==> src/rtl/audio_pkg.sv <==
// Shared audio constants and types for the voice bank output path.
// Frame layout helpers used by the I2S serializer.
package audio_pkg;

    localparam int SAMPLE_W        = 16;
    localparam int SLOT_W          = 32;
    localparam int SLOTS_PER_FRAME = 2;
    localparam int FRAME_BITS      = SLOT_W * SLOTS_PER_FRAME;
    localparam int BIT_W           = $clog2(FRAME_BITS);

    localparam int FCLK_HZ = 147456000;
    localparam int FS_HZ   = 48000;

    typedef logic signed [SAMPLE_W-1:0] sample_t;

    // Same sample in both slots, left-justified, zero padded.
    function automatic logic [FRAME_BITS-1:0] pack_frame(input sample_t s);
        return {s, {(SLOT_W - SAMPLE_W){1'b0}},
                s, {(SLOT_W - SAMPLE_W){1'b0}}};
    endfunction

endpackage

==> src/rtl/i2s_clkgen.sv <==
// I2S clock generator: divides clk147 into MCLK and BCLK, counts bits
// in the 64-bit frame and flags the BCLK falling edge and frame wrap.
module i2s_clkgen
    import audio_pkg::*;
#(
    parameter int BCLK_DIV = 48,
    parameter int MCLK_DIV = 12
) (
    input  logic             clk147,
    input  logic             rst,
    output logic             mclk,
    output logic             bclk,
    output logic             lrclk,
    output logic             bit_edge,
    output logic             frame_edge,
    output logic [BIT_W-1:0] bit_nxt
);

    localparam int DIV_W = $clog2(BCLK_DIV);

    logic [DIV_W-1:0] div_cnt;
    logic [DIV_W-1:0] div_nxt;
    logic [BIT_W-1:0] bit_cnt;

    // Next counter values; a bit edge is the cycle where div_cnt wraps.
    always_comb begin
        bit_edge   = (div_cnt == DIV_W'(BCLK_DIV - 1));
        frame_edge = bit_edge && (bit_cnt == {BIT_W{1'b1}});
        div_nxt    = bit_edge ? '0 : div_cnt + 1'b1;
        bit_nxt    = bit_edge ? bit_cnt + 1'b1 : bit_cnt;
    end

    // Counters and registered clock outputs so they never glitch.
    always_ff @(posedge clk147) begin
        if (rst) begin
            div_cnt <= '0;
            bit_cnt <= '0;
            bclk    <= 1'b0;
            mclk    <= 1'b0;
            lrclk   <= 1'b0;
        end else begin
            div_cnt <= div_nxt;
            bit_cnt <= bit_nxt;
            bclk    <= 32'(div_nxt) >= 32'(BCLK_DIV / 2);
            mclk    <= (32'(div_nxt) % 32'(MCLK_DIV)) >= 32'(MCLK_DIV / 2);
            if (bit_edge) begin
                lrclk <= bit_nxt[BIT_W-1];
            end
        end
    end

endmodule

==> src/rtl/i2s_mix_out.sv <==
// Voice mixer and Philips I2S transmitter: sums all voices, scales,
// saturates, mutes and serializes one mono sample per frame.
module i2s_mix_out
    import audio_pkg::*;
#(
    parameter int NUM_VOICES = 8,
    parameter int MIX_SHIFT  = 3,
    parameter int BCLK_DIV   = 48,
    parameter int MCLK_DIV   = 12
) (
    input  logic                           clk147,
    input  logic                           rst,
    input  logic [NUM_VOICES*SAMPLE_W-1:0] voice_samples,
    input  logic                           mute,
    output logic                           sample_strobe,
    output logic                           mclk,
    output logic                           bclk,
    output logic                           lrclk,
    output logic                           sdata,
    output logic                           clip
);

    localparam int SUM_W = SAMPLE_W + $clog2(NUM_VOICES);

    localparam logic signed [SUM_W-1:0] S_MAX = SUM_W'(32'sd32767);
    localparam logic signed [SUM_W-1:0] S_MIN = SUM_W'(-32'sd32768);

    logic                    bit_edge;
    logic                    frame_edge;
    logic [BIT_W-1:0]        bit_nxt;
    logic [BIT_W-1:0]        sidx;

    logic signed [SUM_W-1:0] sum_d;
    logic signed [SUM_W-1:0] sum_q;
    logic signed [SUM_W-1:0] shifted;
    sample_t                 mix_d;
    sample_t                 mix_q;
    logic                    sat_d;
    logic                    sat_q;
    sample_t                 cap_s;
    logic [FRAME_BITS-1:0]   frame_d;
    logic [FRAME_BITS-1:0]   frame_q;

    i2s_clkgen #(
        .BCLK_DIV (BCLK_DIV),
        .MCLK_DIV (MCLK_DIV)
    ) u_clkgen (
        .clk147     (clk147),
        .rst        (rst),
        .mclk       (mclk),
        .bclk       (bclk),
        .lrclk      (lrclk),
        .bit_edge   (bit_edge),
        .frame_edge (frame_edge),
        .bit_nxt    (bit_nxt)
    );

    // Full-width signed sum of every voice; wide enough to never wrap.
    always_comb begin
        sum_d = '0;
        for (int i = 0; i < NUM_VOICES; i++) begin
            sum_d = sum_d
                  + SUM_W'($signed(voice_samples[SAMPLE_W*i +: SAMPLE_W]));
        end
    end

    // Scale down and clamp to the 16-bit range, flagging clipping.
    always_comb begin
        shifted = sum_q >>> MIX_SHIFT;
        sat_d   = 1'b1;
        if (shifted > S_MAX) begin
            mix_d = 16'sh7fff;
        end else if (shifted < S_MIN) begin
            mix_d = 16'sh8000;
        end else begin
            sat_d = 1'b0;
            mix_d = shifted[SAMPLE_W-1:0];
        end
    end

    // Frame capture and serializer bit select for the upcoming bit.
    always_comb begin
        cap_s   = mute ? '0 : mix_q;
        frame_d = frame_edge ? pack_frame(cap_s) : frame_q;
        sidx    = '0 - bit_nxt;
    end

    // Mix pipeline, frame register and registered I2S data outputs.
    always_ff @(posedge clk147) begin
        if (rst) begin
            sum_q         <= '0;
            mix_q         <= '0;
            sat_q         <= 1'b0;
            frame_q       <= '0;
            sdata         <= 1'b0;
            sample_strobe <= 1'b0;
            clip          <= 1'b0;
        end else begin
            sum_q         <= sum_d;
            mix_q         <= mix_d;
            sat_q         <= sat_d;
            frame_q       <= frame_d;
            sample_strobe <= frame_edge;
            clip          <= frame_edge & sat_q & ~mute;
            if (bit_edge) begin
                sdata <= frame_d[sidx];
            end
        end
    end

endmodule

==> config.mk <==
export PLATFORM = sky130hd
export DESIGN_NAME = i2s_mix_out
export DESIGN_NICKNAME = d
export VERILOG_FILES = /design/src/rtl/audio_pkg.sv /design/src/rtl/i2s_clkgen.sv /design/src/rtl/i2s_mix_out.sv
export SDC_FILE = /design/constraint.sdc
export NUM_CORES = 1
export LEC_CHECK = 0
export BUFFER_PORTS_ARGS = -buffer_cell sky130_fd_sc_hd__buf_2
export CAP_MARGIN = 20
export CORE_ASPECT_RATIO = 2
export CORE_MARGIN = 2
export CORE_UTILIZATION = 40
export DETAILED_ROUTE_END_ITERATION = 6
export PLACE_DENSITY = 0.7
export SLEW_MARGIN = 30
export SYNTH_ARGS = -nofsm -noshare
export SYNTH_HDL_FRONTEND = slang
export SYNTH_SLANG_ARGS = --single-unit
==> constraint.sdc <==
create_clock -name clk147 -period 7.9 [get_ports clk147]
set_clock_uncertainty 0.1 [all_clocks]
set_input_delay 0.79 -clock clk147 [delete_from_list [all_inputs] [get_ports clk147]]
set_output_delay 0.79 -clock clk147 [all_outputs]
set_load 0.05 [all_outputs]
==> run summary <==
Slew Limit Fails: 0
clock transition at the registers of the reported paths: 50 ps
Reg-to-Reg Start: u_clkgen.div_cnt[0]
drt total wl: 13480 um
Seq/Total Area, Yosys: 30.55%
Syn Area/Cell: 10.98 sq um
Most common cell on crit path: fa_1
vias in the first global route: 5700
via-per-instance ratio: 5.052
final hold vios: 0
GRT Util Overall: 14.80%
Final Core Density: 47.92%
IO Count: 137
max incr delay on CP: 720 ps
die span in x: 101.1 um
CTS H-Tree Depth: 4
Worst setup SP type: primary input
crit-path max FO: 4
post-synthesis cell count: 686
most frequent cells in the layout: buf_2 (136), dfxtp_1 (115), fa_1 (98), inv_1 (93), nor2_1 (67)
Remaining DRCs: 0
R2R cell count: 14
max cap viols: 0
vias post-DR: 5295
Hold Path Sink: mix_q[4]
final instance area: 8940 sq um
outcome: complete, no violations
drt first pass iters: 4
CP cell instances: buf_2, fa_1, fa_1, fa_1, fa_1, ha_1, nor2b_1, o21ai_0, nand2b_1, a21o_1, a31o_2, a2111oi_1, o31ai_1, xnor2_1, nor2_1
buffer count from post-CTS setup fixing: 0
initial antenna violation count: 1
placed cell area: 8401 sq um
CTS tree: yes
R2R Path End: sdata
Synth Cell Area: 7535 sq um
Final Cycle Share: 65.24%
Min Clock Period, post-route: 5154 ps
final global-route overflow total: 0
most common cell after layout, fill and taps aside: buf_2
Die Ht: 198.1 um
DR WL/cell: 12.86 um
CTS buffer count: 17
worst setup path category: primary input to flip-flop
crit end category: flip-flop
HPWL Detailed: 10680 um
clock root cell: clkbuf_16
critical path's slowest cell: a2111oi_1
cts hold-fix bufs: 0
first-pass GRT wire length: 23840 um
DIE AREA: 20020 sq um
nets: 1068
Setup-failing EPs final: 0
CP Data Arrival Time: 5310 ps
Async SR Flop Fraction: 0%
Worst EP required: 8060 ps
clk_lat worst skew: 410 ps
RD Place Congestion: 0.7769
post-cts resize count: 0
synth warn: 0
Hold Crit Class: flip-flop to flip-flop
hold depth: 1
Max clock buf depth: 2
worst min-delay path startpoint: sum_q[7]
flops & latches, synth: 115
Leakage: 3.950 nW
PwrDens: 314.2 nW/um^2
maximum vdd drop: 0.1650 mV
CTS sink cnt: 115
largest net degree at the start of global routing: 84
RSZ-0062 raised after global routing: false
share of layout cells above drive strength 1: 25.33%
standard-cell rows: 71
Synth cell types: 50
DRT iter0 DRCs: 216
Worst Tran Pin Value: 842.0 ps
Routed Antenna Nets: 0
setup TNS: 0 ps
flop2flop setup slack: 3550 ps
IO buf count: 136
initial core utilization: 40.39%
Slew Limit Headroom: 43.87%
fmax: 0.1940 GHz
Area Overhead vs Synth: 18.65%
Main synth FF type: dfxtp_1
number of synthesized flops with an enable pin: 0
Inserted Diodes: 0
Syn Nets: 938
Core Area: 18660 sq um
-- through the flow --
stage	instances	hold slack [ps]	total power, W	setup slack [ps]
after floorplan	686	313.8	0.001875	2764
after global placement	1016	316.8	0.002146	2117
after detailed placement	1016	324.2	0.002175	2290
after CTS	1048	337.4	0.002858	2711
after global routing	1048	358.7	0.003112	2515
final	1048	333.6	0.002809	2746
-- where the power goes --
part	internal (W)	switching, W
logic	0.000699	0.000772
clock network	0.000402	0.000271
registers	0.000646	0.0000180
-- synthesized netlist by cell type, drive strengths merged (2+ instances only) --
library cell	instances	area share, %
dfxtp	115	31
o21ai	11	0.73
nand3	8	0.60
nor4	2	0.17
mux2i	14	1.9
a31o	3	0.35
nor2	68	3.6
nor3b	4	0.40
clkbuf	21	1.0
a2111oi	2	0.23
and2	34	2.8
mux4	27	8.1
or2	2	0.17
inv	93	4.6
o31ai	2	0.20
fa	98	26
o21bai	2	0.20
nor2b	21	1.7
or3	4	0.33
a21oi	13	0.86
nand2	8	0.40
and3	3	0.25
xnor2	14	1.6
a211oi	5	0.56
a21o	8	0.80
nor3	10	0.66
nand2b	2	0.17
ha	23	3.8
xor2	12	1.4
nand4	3	0.25
buf	9	0.71
a22oi	32	3.2
-- worst max-delay path: cells and delay by family --
| family | cells | cell delay, ps |
|---|---|---|
| fa+ha+maj | 5 | 2390 |
| simple gates | 3 | 310 |
| xor+xnor | 1 | 170 |
| compound gates | 5 | 1520 |
| buf+inv | 1 | 110 |
-- flip-flops by register name, summed over array words and instances, names as in the netlist --
register,flops
clip,1
frame_q,64
mix_q,16
sample_strobe,1
sat_q,1
sdata,1
sum_q,16
u_clkgen.bclk,1
u_clkgen.bit_cnt,6
u_clkgen.div_cnt,6
u_clkgen.lrclk,1
u_clkgen.mclk,1
-- logic make-up after synthesis --
family	count (synthesis)	synth area share, %
xor gates and xnor gates	27	3.321
AOI/OAI and AO/OA	85	7.855
DFF	115	30.55
and+or+nand+nor	172	11.89
other	1	0.04977
adders and majority gates	121	29.86
buffers and inverters	123	6.393
muxes	42	10.08
-- worst max path at each step --
stage,depth (start not counted),end,from,slack (ps)
6_report,15,sum_q[16],voice_samples[4],2750
5_1_grt,15,sum_q[16],voice_samples[4],2520
4_1_cts,15,sum_q[16],voice_samples[4],2710
3_5_place_dp,15,sum_q[16],voice_samples[4],2290
3_3_place_gp,15,sum_q[16],voice_samples[4],2120
2_1_floorplan,14,sum_q[18],voice_samples[4],2760
-- area by class of cell --
type | count | area, sq um
inverter | 93 | 349.1
fill | 1744 | 9716
sequential | 115 | 2302
multi-input combinational | 448 | 4760
tap | 219 | 274.0
clock inverter | 14 | 107.6
timing repair buffer | 141 | 718.2
clock buffer | 18 | 429.2
-- layer usage --
layer  wire (um)  GRT usage (%)  up-vias
li1            -              -     2536
met1        4718          14.39     2607
met4         358          6.306        2
met3         424          2.930       31
met2        7964          29.02      119
met5          13              0        -
(Power assumes the default switching activity.)
